`config.mk`:
```
export PLATFORM = sky130hd
export DESIGN_NAME = oam_dma_ctrl
export DESIGN_NICKNAME = d
export VERILOG_FILES = /design/src/rtl/oam_dma_ctrl.sv
export SDC_FILE = /design/constraint.sdc
export NUM_CORES = 1
export LEC_CHECK = 0
export BUFFER_PORTS_ARGS = -buffer_cell sky130_fd_sc_hd__buf_4
export CAP_MARGIN = 20
export CORE_ASPECT_RATIO = 2
export CORE_MARGIN = 10
export CORE_UTILIZATION = 45
export CTS_CLUSTER_DIAMETER = 30
export DETAILED_ROUTE_END_ITERATION = 16
export GPL_ROUTABILITY_DRIVEN = 1
export GPL_TIMING_DRIVEN = 0
export PLACE_DENSITY = 0.74
export SYNTH_ARGS = -nofsm -noshare
export SYNTH_HDL_FRONTEND = slang
export SYNTH_SLANG_ARGS = --single-unit
```
`constraint.sdc`:
```
create_clock -name clk -period 2.3 [get_ports clk]
set_input_delay 0.23 -clock clk [delete_from_list [all_inputs] [get_ports clk]]
set_output_delay 0.23 -clock clk [all_outputs]
set_load 0.02 [all_outputs]
```
`src/rtl/oam_dma_ctrl.sv`:
```
// oam_dma_ctrl
//   FF46 OAM DMA sequencer. A CPU write to FF46 latches a source page. After a
//   short start delay the block owns the external bus and copies XFER_LEN bytes
//   from {page,00..} into OAM 00..XFER_LEN-1, one byte per MCYCLE clocks.
//   Writing FF46 while busy restarts the copy from the new page. All outputs
//   are registered and are computed from the next-state values.
module oam_dma_ctrl #(
  parameter int unsigned XFER_LEN    = 160,
  parameter int unsigned MCYCLE      = 4,
  parameter int unsigned START_DELAY = 1
) (
  input  logic        clk,
  input  logic        rst_n,
  input  logic        i_ff46_sel,
  input  logic        i_cpu_wr,
  input  logic [7:0]  i_d_in,
  output logic [7:0]  o_d_out,
  output logic        o_busy,
  output logic        o_bus_req,
  output logic [15:0] o_dma_addr,
  output logic        o_dma_rd,
  input  logic [7:0]  i_rd_data,
  output logic [7:0]  o_oam_addr,
  output logic [7:0]  o_oam_wdata,
  output logic        o_oam_we,
  output logic        o_oam_lock
);

  localparam int unsigned START_CLKS = START_DELAY * MCYCLE;
  localparam int unsigned PW         = $clog2(MCYCLE);
  localparam int unsigned CW         = (START_CLKS > 1) ? $clog2(START_CLKS) : 1;

  localparam logic [PW-1:0] PH_ZERO    = {PW{1'b0}};
  localparam logic [PW-1:0] PH_RD_LAST = PW'(MCYCLE - 2);
  localparam logic [PW-1:0] PH_WR      = PW'(MCYCLE - 1);
  localparam logic [CW-1:0] CNT_ZERO   = {CW{1'b0}};
  localparam logic [CW-1:0] CNT_LAST   = CW'(START_CLKS - 1);
  localparam logic [7:0]    IDX_LAST   = 8'(XFER_LEN - 1);
  localparam logic          NO_START   = (START_CLKS == 0);

  typedef enum logic [1:0] {
    ST_IDLE  = 2'd0,
    ST_START = 2'd1,
    ST_XFER  = 2'd2
  } state_t;

  // Echo RAM pages E0..FF alias C0..DF on the external bus.
  function automatic logic [7:0] f_echo_map(input logic [7:0] page);
    logic [7:0] mapped;
    if (page >= 8'hE0) begin
      mapped = page - 8'h20;
    end else begin
      mapped = page;
    end
    return mapped;
  endfunction

  state_t        r_state;
  state_t        w_state_nxt;
  logic [CW-1:0] r_cnt;
  logic [CW-1:0] w_cnt_nxt;
  logic [PW-1:0] r_phase;
  logic [PW-1:0] w_phase_nxt;
  logic [7:0]    r_idx;
  logic [7:0]    w_idx_nxt;
  logic          r_pend;
  logic          w_pend_nxt;
  logic          r_hold;
  logic          w_hold_nxt;
  logic [7:0]    r_act_src;
  logic [7:0]    w_act_src_nxt;
  logic [7:0]    r_src;

  logic          w_wr_ev;
  logic          w_busy_nxt;
  logic          w_bus_req_nxt;
  logic          w_rd_nxt;
  logic          w_we_nxt;
  logic [15:0]   w_dma_addr_nxt;
  logic [7:0]    w_oam_addr_nxt;

  assign w_wr_ev = i_ff46_sel & i_cpu_wr;

  // Next-state, sequencing counters and next-output decode.
  always_comb begin
    w_state_nxt   = r_state;
    w_cnt_nxt     = r_cnt;
    w_phase_nxt   = r_phase;
    w_idx_nxt     = r_idx;
    w_pend_nxt    = r_pend;
    w_hold_nxt    = r_hold;
    w_act_src_nxt = r_act_src;

    case (r_state)
      ST_IDLE: begin
        w_hold_nxt = 1'b0;
        if (w_wr_ev) begin
          if (NO_START) begin
            w_state_nxt   = ST_XFER;
            w_phase_nxt   = PH_ZERO;
            w_idx_nxt     = 8'h00;
            w_act_src_nxt = f_echo_map(i_d_in);
          end else begin
            w_state_nxt = ST_START;
            w_cnt_nxt   = CNT_ZERO;
          end
        end else begin
          w_state_nxt = ST_IDLE;
        end
      end
      ST_START: begin
        if (w_wr_ev) begin
          // A new page during the delay restarts the delay.
          w_cnt_nxt = CNT_ZERO;
        end else if (r_cnt == CNT_LAST) begin
          w_state_nxt   = ST_XFER;
          w_phase_nxt   = PH_ZERO;
          w_idx_nxt     = 8'h00;
          w_act_src_nxt = f_echo_map(r_src);
          w_hold_nxt    = 1'b0;
        end else begin
          w_cnt_nxt = r_cnt + 1'b1;
        end
      end
      ST_XFER: begin
        if (r_phase == PH_WR) begin
          // Byte boundary: the OAM write of this byte completes on this edge.
          w_phase_nxt = PH_ZERO;
          if (r_pend || w_wr_ev) begin
            w_pend_nxt = 1'b0;
            w_idx_nxt  = 8'h00;
            if (NO_START) begin
              w_act_src_nxt = f_echo_map(w_wr_ev ? i_d_in : r_src);
            end else begin
              w_state_nxt = ST_START;
              w_cnt_nxt   = CNT_ZERO;
              w_hold_nxt  = 1'b1;
            end
          end else if (r_idx == IDX_LAST) begin
            w_state_nxt = ST_IDLE;
            w_idx_nxt   = 8'h00;
          end else begin
            w_idx_nxt = r_idx + 8'h01;
          end
        end else begin
          w_phase_nxt = r_phase + 1'b1;
          w_pend_nxt  = r_pend | w_wr_ev;
        end
      end
      default: begin
        w_state_nxt = ST_IDLE;
        w_cnt_nxt   = CNT_ZERO;
        w_phase_nxt = PH_ZERO;
        w_idx_nxt   = 8'h00;
        w_pend_nxt  = 1'b0;
        w_hold_nxt  = 1'b0;
      end
    endcase

    w_busy_nxt    = (w_state_nxt != ST_IDLE);
    w_bus_req_nxt = (w_state_nxt == ST_XFER) || ((w_state_nxt == ST_START) && w_hold_nxt);
    w_rd_nxt      = (w_state_nxt == ST_XFER) && (w_phase_nxt != PH_WR);
    w_we_nxt      = (w_state_nxt == ST_XFER) && (w_phase_nxt == PH_WR);

    if (w_rd_nxt) begin
      w_dma_addr_nxt = {w_act_src_nxt, w_idx_nxt};
    end else begin
      w_dma_addr_nxt = 16'h0000;
    end

    if (w_we_nxt) begin
      w_oam_addr_nxt = w_idx_nxt;
    end else begin
      w_oam_addr_nxt = 8'h00;
    end
  end

  // FSM state and sequencing counters.
  always_ff @(posedge clk or negedge rst_n) begin
    if (!rst_n) begin
      r_state   <= ST_IDLE;
      r_cnt     <= CNT_ZERO;
      r_phase   <= PH_ZERO;
      r_idx     <= 8'h00;
      r_pend    <= 1'b0;
      r_hold    <= 1'b0;
      r_act_src <= 8'h00;
    end else begin
      r_state   <= w_state_nxt;
      r_cnt     <= w_cnt_nxt;
      r_phase   <= w_phase_nxt;
      r_idx     <= w_idx_nxt;
      r_pend    <= w_pend_nxt;
      r_hold    <= w_hold_nxt;
      r_act_src <= w_act_src_nxt;
    end
  end

  // FF46 register: every write latches the page, in any state.
  always_ff @(posedge clk or negedge rst_n) begin
    if (!rst_n) begin
      r_src   <= 8'h00;
      o_d_out <= 8'h00;
    end else if (w_wr_ev) begin
      r_src   <= i_d_in;
      o_d_out <= i_d_in;
    end
  end

  // Registered bus, OAM and status outputs.
  always_ff @(posedge clk or negedge rst_n) begin
    if (!rst_n) begin
      o_busy      <= 1'b0;
      o_oam_lock  <= 1'b0;
      o_bus_req   <= 1'b0;
      o_dma_rd    <= 1'b0;
      o_dma_addr  <= 16'h0000;
      o_oam_we    <= 1'b0;
      o_oam_addr  <= 8'h00;
      o_oam_wdata <= 8'h00;
    end else begin
      o_busy     <= w_busy_nxt;
      o_oam_lock <= w_busy_nxt;
      o_bus_req  <= w_bus_req_nxt;
      o_dma_rd   <= w_rd_nxt;
      o_dma_addr <= w_dma_addr_nxt;
      o_oam_we   <= w_we_nxt;
      o_oam_addr <= w_oam_addr_nxt;
      // Read data is captured at the end of the last read phase of a byte.
      if ((r_state == ST_XFER) && (r_phase == PH_RD_LAST)) begin
        o_oam_wdata <= i_rd_data;
      end
    end
  end

endmodule

```
### Word-level counts from Yosys, hierarchy flattened

Index checks and enable logic that the tools add are counted.

| word-level totals | value |
|---|---|
| word-level logic and storage cells | 86 |
| output and inout port bits | 45 |
| memory bits (read-only) | 0 |
| register bits | 68 |
| memories kept | 0 |
| input port bits | 20 |
| memory bits (writable) | 0 |
| latch bits | 0 |

| operators by class | value |
|---|---|
| equal/unequal tests | 15 |
| div/mod/pow operators | 0 |
| magnitude comparators | 1 |
| add/subtract/negate cells | 4 |
| multiply operators | 0 |
| reduce and logical (&&, ||, !) cells | 11 |
| bitwise operators | 3 |
| multiplexer cells | 37 |
| shift-type cells | 0 |

Operators with widths:

| operator | number |
|---|---|
| $mux 8 | 10 |
| $mux 2 | 13 |
| $pmux 8 s3 | 1 |
| $pmux 2 s3 | 3 |
| $mux 16 | 1 |
| $eq 2x2->1 const B | 6 |
| $add 8x1->8 const B | 1 |
| $eq 8x8->1 const B | 1 |
| $ge 8x8->1 const B | 1 |
| $ne 2x2->1 const B | 4 |
| $sub 8x6->8 const B | 1 |
| $mux 1 | 7 |
| $ne 3x3->1 const B | 2 |
| $add 2x1->2 const B | 2 |
| $eq 2x1->1 const B | 2 |
| $logic_and 1x1->1 | 4 |
| $pmux 1 s2 | 2 |
| $reduce_and 4->1 | 1 |
| $logic_not 2->1 | 1 |
| $logic_or 1x1->1 | 2 |
| $reduce_and 2->1 | 1 |
| $reduce_bool 2->1 | 1 |
| $reduce_or 2->1 | 1 |
| $and 1x1->1 | 1 |
| other kinds (2) | 2 |

### Logic depth before layout (Yosys ltp)

Gate-level depths: netlist of the first run.

| logic depth | value |
|---|---|
| depth after elaboration | 8 |
| gate-level depth with buffers | 8 |
| mapped depth without buffers | 8 |

### Least setup slack after synthesis of the first run

Ideal clock, no wire load.

| timing | value |
|---|---|
| kind | register -> register |
| from | reg r_state[0] |
| to | reg o_dma_addr[14] |
| arrival time | 1.811 ns |
| data required time | 2.231 ns |
| path slack | 0.420 ns |
| clock period less this slack | 1.880 ns |
| cell stages (with the launch flop) | 9 |
| library setup time | 0.069 ns |
| path buffers | 1 |
| path through | dfrtp_1 -> inv_1 -> ha_1 -> and2b_2 -> nor2_1 -> a221oi_4 -> nand4_2 -> buf_6 -> nor2b_2 |

| between the ends | value |
|---|---|
| elaborated cells on any way between the ends | 15 |
| those cells by class | eq/ne (4); mux (9); reduce/logical (2) |

RTL lines:

| element | RTL line | source |
|---|---|---|
| start, declared | 58 | `state_t r_state;` |
| start signal, assigned | 189 | `r_state <= w_state_nxt;` |
| $eq 2x2->1 (tied with other cells) | 94 | `case (r_state)` |
| $pmux 2 s3 * | 94 |  |
| net w_state_nxt[1] | 59 | `state_t w_state_nxt;` |
| $eq 2x2->1 * | 162 | `w_rd_nxt = (w_state_nxt == ST_XFER) && (w_phase_nxt != PH_WR);` |
| $logic_and 1x1->1 * | 162 |  |
| $mux 16 * | 165 | `if (w_rd_nxt) begin` |
| net w_dma_addr_nxt[14] | 79 | `logic [15:0] w_dma_addr_nxt;` |
| end signal, assigned | 226 | `o_dma_addr <= w_dma_addr_nxt;` |
| end, declared | 20 | `output logic [15:0] o_dma_addr,` |

Mark *: on every way through the listed nets, which the timed path passes. The rest lies on a longest branch.
A chain may end at the register's enable or synchronous reset.

### Worst setup path in the final report of the first run

| timing | value |
|---|---|
| from | reg r_state[1] |
| to | reg o_dma_addr[14] |

| between the ends | value |
|---|---|
| cells in the longest elaborated chain, start to end | 7 |
| elaborated cells on any way between the ends | 15 |
| those cells by class | eq/ne (4); mux (9); reduce/logical (2) |

Ends and longest elaborated chain:

| element | RTL line | source |
|---|---|---|
| $mux 2 | 139 | `end else if (r_idx == IDX_LAST) begin` |
| $mux 2 | 129 | `if (r_pend \|\| w_wr_ev) begin` |
| $mux 2 | 126 | `if (r_phase == PH_WR) begin` |
| $pmux 2 s3 | 94 |  |
| $eq 2x2->1 | 162 |  |
| $logic_and 1x1->1 | 162 |  |
| $mux 16 * | 165 |  |
| net w_dma_addr_nxt[14] | 79 |  |

Marks and branches as above.

==> metrics.yaml, run 1 <==
clocking:
  ctsHoldBuffers: 0
  insertion_delay_ns: 0.32
  clock_sinks: 68
  numCtsBuffers: 9
  cts_htree_levels: 3
  cts-root-buf: "clkbuf_16"
  path_clk_slew_ns: 0.05
  cts_tree: "built"
  cts_max_path_buffers: 2
placed_design:
  place_hpwl_mm: 5.09
  portBuffers: 64
  preCtsSetupSlack_ns: -0.0234
  dp.cells: 397
  place_congestion: 0.868
die:
  rows: 42
  dieArea_sq_mm: 0.0107
  io_pins: 65
  core_sq_mm: 0.00662
  dieHeight_um: 136
  start_util_pct: 46.0
  die_x_um: 78.1
yosys:
  synthFlopType: "dfrtp_1"
  synth.most_common_cell: "dfrtp_1"
  yosysTopAreaCell: "dfrtp_1"
  ys_types: 55
  synth_edf_count: 0
  synth_xor_area_share_pct: 0
  synthCells: 245
  yosysTopAreaCellShare_pct: 55.9
  synth_area_leaders: "dfrtp_1, mux2_2, ha_1"
  synth_top_family_by_area: "simple AND/OR/NAND/NOR gates"
  synthArstFlopShare_pct: 100
  synthSimpleGateAreaFrac_pct: 16.9
  syn_avg_cell_area_sq_um: 12.4
  syn_area_sq_mm: 0.00304
  syn_nets: 274
  synth_fa_ha_area_share_pct: 3.70
  synthMuxAreaShare_pct: 8.47
  synthTopCellsByCount: "dfrtp_1, mux2_2, nand2_1, nor2_1, inv_1"
  yosys_warnings: 0
  ys_ff_latch: 68
  synth.yosys.seq_area_share_pct: 55.9
  synth-compound-area-share_pct: 11.2
cells_and_area:
  fill_cells: 587
  fin_nets: 350
  area_growth_pct: 29.9
  num_antenna_cells: 0
  fin_cells: 413
  drive_gt1_share_pct: 44.0
critical_path:
  r2r_end: "o_dma_addr[14]$_DFF_PN0_"
  crit_start: "r_state[1]$_DFF_PN0_"
  cp-endpoint: "o_dma_addr[14]$_DFF_PN0_"
  path_class: "flop to flop"
  cp_data_required_time_ns: 2.56
  crit_path_max_fanout: 10
  r2r_setup_slack_ns: 0.19
  start_kind: "flop"
  worst_r2r_path_depth: 8
  reg2reg_from: "r_state[1]$_DFF_PN0_"
  cp.arrival_ns: 2.37
  crit_path_end_kind: "flop"
sta:
  setup_viol: 0
  final_max_slew_viol_count: 0
  hold_viol: 0
  layout_min_cycle_time_ns: 2.11
  skew_ns: 0.00579
  timing.fmax_mhz: 474
  post-route-period-util_pct: 91.8
  worst_pin_slew_ns: 0.828
  finalSetupTns_ns: 0
  max_slew_margin_pct: 44.8
  layout_setup_ws_ns: 0.189
  rsz0062_at_grt: "false"
route:
  vias: 2126
  viasPerCell: 5.15
  drc: 0
  wl_per_cell_um: 16.3
  routed_wl_mm: 6.73
  drt-pass1-iter-count: 6
  first_iter_violations: 60
  antenna_left: 0
global_routing:
  grt_start_max_net_pins: 69
  grt_util_met1_pct: 11.7
  grt_pass1_vias: 2252
  grt_busiest_layer: "met2"
  use_met2_pct: 24.8
  gr-usage-met3_pct: 4.03
  antenna_found_initial: 0
  globalRoute.totalOverflow: 0
  grt_usage_pct: 13.3
  grt_pass1_wl_mm: 11.0
min_path:
  min_path_type: "primary input to async pin"
pwr:
  power_leakage_nw: 2.03
  vdd_drop_max_mv: 0.516
  powerDensity_mw_per_mm2: 726
outcome:
  status: "finished clean"
flow_run:
  maxCapViolations: 0
what timing repair did:
item / 4_1_cts / 5_1_grt
setup buffers: 0 / 1
pin swaps: 0 / 1
endpoints found under the hold margin: 0 / 0
gates resized for setup: 1 / 9
setup endpoints to repair: 9 / 28
gates cloned: 0 / 0
per-stage QoR:
stage | total power [mW] | util, % | hold WS (ns) | instance area [sq um]
CTS | 2.90 | 59.1 | 0.0419 | 3910
floorplan | 1.51 | - | -0.0656 | 3040
finish | 2.87 | 59.7 | 0.00534 | 3950
global placement | 1.64 | 54.9 | 0.373 | 3630
detailed placement | 1.66 | 54.9 | 0.392 | 3630
global route | 3.00 | 59.7 | 0.0739 | 3950
worst max-delay path: stages (launching register included):
cell and delay, ns:
dfrtp_1 0.38, inv_1 0.12, ha_1 0.23, clkbuf_8 0.18, a21oi_1 0.36, a211o_1 0.26, nand4_4 0.18, buf_6 0.22
nor2b_2 0.11
cells by family (layout without fill, tap and decap cells):
logic type,Yosys count,count (layout)
and+or+nand+nor,82,82
adders and majority gates,9,9
buffers and inverters,22,102
DFF,68,68
AOI/OAI and AO/OA,41,41
muxes,23,23
flip-flops by register name (all words and copies together) (netlist names):
| name | cells |
|---|---|
| r_phase | 2 |
| o_oam_we | 1 |
| o_oam_addr | 8 |
| r_idx | 8 |
| r_act_src | 8 |
| r_cnt | 2 |
| r_src | 8 |
| r_state | 2 |
| r_pend | 1 |
| o_dma_addr | 16 |
| o_bus_req | 1 |
| r_hold | 1 |
| o_oam_wdata | 8 |
| o_dma_rd | 1 |
| o_oam_lock | 1 |
power by group:
| part | leakage, nW | internal [mW] | switching (mW) |
|---|---|---|---|
| combinational | 0.985 | 0.149 | 0.184 |
| sequential | 0.909 | 1.26 | 0.0525 |
| clock | 0.135 | 0.777 | 0.447 |
cell usage in the layout (no fill, tap or decap), types with 3 or more instances in the layout:
| cell type | n |
|---|---|
| dfrtp_1 | 67 |
| nor2b_1 | 4 |
| and2_1 | 4 |
| clkbuf_1 | 4 |
| mux2_2 | 22 |
| o21ai_0 | 8 |
| a21oi_1 | 7 |
| ha_1 | 8 |
| nor2_1 | 15 |
| nand2_1 | 15 |
| clkbuf_16 | 9 |
| inv_1 | 13 |
| nor2_2 | 5 |
| nor3_1 | 3 |
| clkbuf_8 | 3 |
| nand3_1 | 7 |
| and2b_2 | 8 |
| buf_4 | 67 |
worst min path at each step:
stage	slack [ns]	endpoint
after global routing	0.07	o_oam_lock$_DFF_PN0_
after global placement	0.37	o_oam_addr[5]$_DFF_PN0_
after CTS	0.04	r_phase[0]$_DFF_PN0_
after detailed placement	0.39	r_state[0]$_DFF_PN0_
after floorplan	-0.07	o_bus_req$_DFF_PN0_
final	0.005	o_oam_lock$_DFF_PN0_
layout make-up:
class | instances | area (sq um) | share of cell area (%)
clock buffer | 13 | 260 | 6.59
tap | 88 | 110 | 2.79
buffer | 8 | 63.8 | 1.61
clock inverter | 2 | 10.0 | 0.253
timing repair buffer | 65 | 488 | 12.3
sequential | 68 | 1700 | 43.1
multi-input combinational | 155 | 1260 | 32.0
inverter | 14 | 52.6 | 1.33
routing by layer:
metal / share of wire (%) / wire length [um]
met1: 34 / 2300
met2: 60 / 4010
met3: 4.3 / 287
met4: 2.0 / 134
met5: 0 / 0
(Power assumes the default switching activity.)
==> run 2, diff against run 1 <==
- CELL_PAD_IN_SITES_DETAIL_PLACEMENT: not set -> 0
- CELL_PAD_IN_SITES_GLOBAL_PLACEMENT: not set -> 1
- CORE_UTILIZATION: 45 -> 43
- PLACE_DENSITY: 0.74 -> not set
- PLACE_DENSITY_LB_ADDON: not set -> 0.1
==> run 2 against run 1 <==
  * Non-clock buffer count increased by 1
  * Sequential share of layout area decreased by 1.0 points
  * Via count decreased by 1.4%
  * Clock power increased by 31%
  * Worst hold slack got worse by 0.0037 ns
  * Global-route usage decreased by 0.33 points
  * Flip-flop and latch count unchanged
  * Register-to-register slack got worse by 0.06 ns
  * Worst setup slack got worse by 0.057 ns
==> metrics.yaml, run 2 (synthesized netlist as in run 1, its figures left out) <==
outcome:
  status: "finished clean"
global_routing:
  grt_usage_pct: 12.9
  gr-usage-met3_pct: 5.00
  use_met2_pct: 22.9
  grt_pass1_vias: 2209
  antenna_found_initial: 0
  grt_util_met1_pct: 12.0
  grt_busiest_layer: "met2"
  grt_start_max_net_pins: 69
  grt_pass1_wl_mm: 11.1
  globalRoute.totalOverflow: 0
critical_path:
  cp.arrival_ns: 2.38
  crit_top_cell: "buf_4"
  worst-path-buf-inv: 3
  crit_start: "r_state[0]$_DFF_PN0_"
  reg2reg_from: "r_state[0]$_DFF_PN0_"
  crit_path_end_kind: "flop"
  cpLargestDelayFamily: "compound AO/OA/AOI/OAI gates"
  cp_cell_sequence: "inv_1, ha_2, and2b_2, nor2_1, a221oi_4, buf_4, buf_4, a211oi_1, a22o_2"
  start_kind: "flop"
  max_stage_delay_ns: 0.46
  r2r_setup_slack_ns: 0.13
  path_class: "flop to flop"
  crit_cells: 9
  r2r_end: "o_bus_req$_DFF_PN0_"
  critPathSlowestCell: "dfrtp_2"
  crit_path_max_fanout: 6
  cp_data_required_time_ns: 2.51
  cp-endpoint: "o_bus_req$_DFF_PN0_"
  worst_r2r_path_depth: 9
die:
  start_util_pct: 43.8
  dieHeight_um: 139
  io_pins: 65
  core_sq_mm: 0.00694
  die_x_um: 79.5
  dieArea_sq_mm: 0.0110
  rows: 43
sta:
  post-route-period-util_pct: 94.3
  rsz0062_at_grt: "false"
  skew_ns: 0.00503
  layout_min_cycle_time_ns: 2.17
  layout_setup_ws_ns: 0.132
  hold_viol: 0
  worst_pin_slew_ns: 0.825
  final_max_slew_viol_count: 0
  timing.fmax_mhz: 461
  setup_viol: 0
  max_slew_margin_pct: 45.0
cells_and_area:
  layout_commonest_cell: "buf_4"
  fin_nets: 351
  fin_area_sq_mm: 0.00405
  num_antenna_cells: 0
  area_growth_pct: 33.0
  fill_cells: 614
  mostFrequentLayoutCells: "buf_4, dfrtp_1, mux2_2"
  final_util_pct: 58.3
  fin_cells: 417
  drive_gt1_share_pct: 44.6
  largest_reg_flops: 16
  largest_register: "o_dma_addr"
placed_design:
  preCtsSetupSlack_ns: -0.0608
  dp.cells: 399
  dpl_cell_area_sq_mm: 0.00364
  place_congestion: 0.824
  portBuffers: 64
  place_hpwl_mm: 5.15
clocking:
  numCtsBuffers: 9
  cts_tree: "built"
  cts_max_path_buffers: 2
  cts_htree_levels: 3
  ctsHoldBuffers: 0
  insertion_delay_ns: 0.33
  path_clk_slew_ns: 0.05
  cts-root-buf: "clkbuf_16"
  clock_sinks: 68
route:
  drc: 0
  routed_wl_mm: 6.89
  wl_per_cell_um: 16.5
  viasPerCell: 5.03
  first_iter_violations: 75
  drt-pass1-iter-count: 4
  vias: 2096
  antenna_left: 0
pwr:
  powerDensity_mw_per_mm2: 800
  vdd_drop_max_mv: 0.570
  finalPower_mw: 3.24
  power_leakage_nw: 2.05
flow_run:
  maxCapViolations: 0
min_path:
  min_path_type: "primary input to async pin"
## run 2: through the flow
step | hold WS (ns) | setup TNS (ns)
2_1_floorplan | -0.0656 | 0
3_3_place_gp | 0.389 | -0.266
3_5_place_dp | 0.393 | -0.483
4_1_cts | 0.0397 | 0
5_1_grt | 0.0661 | 0
6_report | 0.00162 | 0
## run 2: worst min-delay path by stage
stage,endpoint,slack (ns),from
after floorplan,o_bus_req$_DFF_PN0_,-0.07,rst_n
after global routing,o_oam_wdata[2]$_DFFE_PN0P_,0.07,rst_n
after CTS,o_oam_wdata[3]$_DFFE_PN0P_,0.04,rst_n
after detailed placement,o_oam_wdata[4]$_DFFE_PN0P_,0.39,rst_n
final,o_oam_wdata[3]$_DFFE_PN0P_,0.002,rst_n
after global placement,o_oam_wdata[4]$_DFFE_PN0P_,0.39,rst_n
## run 2: worst register-to-register path, delay by kind of cell, from the launching register on
family	cells	cell delay, ns
compound gates	3	0.61
fa+ha+maj	1	0.24
buf+inv	3	0.41
flops	1	0.46
simple gates	2	0.34
## run 2: cell type report
cell class,instances,area [sq um],share of cell area (%)
buffer,8,63.8,1.58
clock buffer,12,256,6.34
clock inverter,4,95.1,2.35
inverter,14,52.6,1.30
multi-input combinational,155,1270,31.3
sequential,68,1700,42.1
tap,90,113,2.78
timing repair buffer,66,495,12.2
## run 2: where the power goes
group	internal [mW]	total, mW	switching [mW]	leakage [nW]
registers	1.26	1.31	0.0533	0.909
logic	0.149	0.331	0.182	0.963
clock network	1.12	1.60	0.481	0.173
total	2.52	3.24	0.716	2.05
## run 2: metal layers
layer | vias to the layer above | wire (um)
li1 | 1011 | -
met1 | 1025 | 2360
met2 | 45 | 3930
met3 | 15 | 426
met4 | 0 | 169
met5 | - | 0
## run 2: what timing repair did
action	4_1_cts	5_1_grt
pin swaps	1	1
setup buffers	0	2
setup endpoints to repair	17	26
resized for setup	1	10
==> run 3, diff against run 2 <==
- CORE_UTILIZATION: 43 -> 45
- clock period: 2.3 -> 2.7 ns (I/O delays scaled with it)
==> run 3 against run 2 <==
  * Final cell count decreased by 0.96%
  * Combinational power fell by 18%
  * Sequential power is 15% lower
  * Largest power group unchanged
  * Critical path type unchanged
  * Worst setup slack improved by 0.21 ns
  * Routed wire length down 1.5%
  * Largest cell class unchanged
==> metrics.yaml, run 3 (synthesized netlist as in run 1, its figures left out) <==
outcome:
  status: "finished clean"
min_path:
  min_path_type: "primary input to async pin"
die:
  die_x_um: 78.1
  dieHeight_um: 136
  start_util_pct: 46.0
  dieArea_sq_mm: 0.0107
  io_pins: 65
  core_sq_mm: 0.00662
  rows: 42
sta:
  layout_min_cycle_time_ns: 2.36
  final_max_slew_viol_count: 0
  post-route-period-util_pct: 87.5
  setup_viol: 0
  finalSetupTns_ns: 0
  rsz0062_at_grt: "false"
  skew_ns: 0.00600
  hold_viol: 0
  timing.fmax_mhz: 423
  max_slew_margin_pct: 44.2
  worst_pin_slew_ns: 0.837
route:
  routed_wl_mm: 6.78
  antenna_left: 0
  drt-pass1-iter-count: 4
  wl_per_cell_um: 16.4
  first_iter_violations: 127
  vias: 2079
  drc: 0
  viasPerCell: 5.03
global_routing:
  grt_start_max_net_pins: 69
  grt_usage_pct: 13.3
  grt_pass1_vias: 2144
  globalRoute.totalOverflow: 0
  grt_pass1_wl_mm: 10.9
  antenna_found_initial: 0
placed_design:
  place_congestion: 0.834
  portBuffers: 64
  place_hpwl_mm: 5.11
critical_path:
  cp_data_required_time_ns: 2.96
  crit_path_max_fanout: 10
  start_kind: "flop"
  cpLargestDelayFamily: "simple AND/OR/NAND/NOR gates"
  crit_path_end_kind: "flop"
  cp_cell_sequence: "inv_1, ha_1, and2b_2, nor2_1, a221oi_4, nand4_2, buf_6, nor2_2"
  worst-path-buf-inv: 2
  max_stage_delay_ns: 0.45
  cp.arrival_ns: 2.62
  path_class: "flop to flop"
  critPathSlowestCell: "dfrtp_1"
cells_and_area:
  mostFrequentLayoutCells: "dfrtp_1, buf_4, mux2_2"
  drive_gt1_share_pct: 42.5
  largest_register: "o_dma_addr"
  layout_commonest_cell: "dfrtp_1"
  num_antenna_cells: 0
  largest_reg_flops: 16
  fin_nets: 349
  area_growth_pct: 29.4
clocking:
  ctsHoldBuffers: 0
  cts_tree: "built"
  cts_htree_levels: 3
  insertion_delay_ns: 0.33
  cts_resized: 0
  path_clk_slew_ns: 0.05
  cts-root-buf: "clkbuf_16"
  clock_sinks: 68
  post_cts_buffers: 0
  cts_max_path_buffers: 2
  numCtsBuffers: 9
pwr:
  power_leakage_nw: 2.03
  vdd_drop_max_mv: 0.605
  powerDensity_mw_per_mm2: 650
  finalPower_mw: 2.56
flow_run:
  maxCapViolations: 0
run 3: changes by cell type in the layout (fill, tap and decap cells not counted), moves of 2 or more:
cell / previous run / this run
nand4_2: 0 / 2
nand4_4: 2 / 0
bufinv_16: 3 / 1
buf_4: 68 / 66
run 3: through the flow:
stage	cell area, sq um	cells	util (%)	hold WS [ns]	worst slack (ns)
floorplan	3040	245	-	-0.0256	0.820
global placement	3630	397	54.9	0.428	0.354
detailed placement	3630	397	54.9	0.428	0.332
CTS	3940	413	59.5	0.0732	0.316
global route	3940	413	59.5	0.0970	0.189
finish	3940	413	59.5	0.0210	0.338
run 3: per-layer routing:
| layer | track usage [%] | up-vias | share of wire [%] |
|---|---|---|---|
| met4 | 7.11 | 0 | 3.0 |
| met2 | 23.3 | 46 | 55 |
| met5 | 0 | - | 0 |
| met1 | 12.8 | 1016 | 36 |
| li1 | - | 1003 | - |
| met3 | 5.49 | 14 | 5.8 |
run 3: worst register-to-register path, cell delays in order, from the launching register on:
cell and delay (ns):
dfrtp_1 0.45, inv_1 0.11, ha_1 0.28, and2b_2 0.25, nor2_1 0.08, a221oi_4 0.39
nand4_2 0.33, buf_6 0.29, nor2_2 0.11
run 3: layout make-up:
cell class              count  area (sq um)
plain buffers               8          62.6
fillers                   604          2680
inverters                  14          52.6
flip-flops and latches     68          1700
well taps                  88           110
multi-input cells         155          1230
clock buffers              12           256
clock inverters             4          47.5
repair buffers             64           480
run 3: report_power, final:
part	internal (mW)	switching, mW	leakage [nW]	total [mW]
Clock	0.761	0.411	0.149	1.17
Sequential	1.07	0.0448	0.910	1.12
Combinational	0.123	0.149	0.974	0.273
Total	1.96	0.605	2.03	2.56
run 3: worst paths after layout:
path	endpoint	cells past startpoint	slack (ns)	start
max in group asynchronous	r_idx[0]$_DFF_PN0_	1	2.10	rst_n
worst max-delay path	o_dma_addr[0]$_DFF_PN0_	8	0.34	r_state[0]$_DFF_PN0_
worst max register to register	o_dma_addr[0]$_DFF_PN0_	8	0.34	r_state[0]$_DFF_PN0_
min in group clk	r_src[5]$_DFFE_PN0P_	3	0.14	i_d_in[5]
worst min-delay path	o_oam_wdata[4]$_DFFE_PN0P_	1	0.02	rst_n
worst min register to register	r_act_src[6]$_DFF_PN0_	2	0.48	r_act_src[6]$_DFF_PN0_
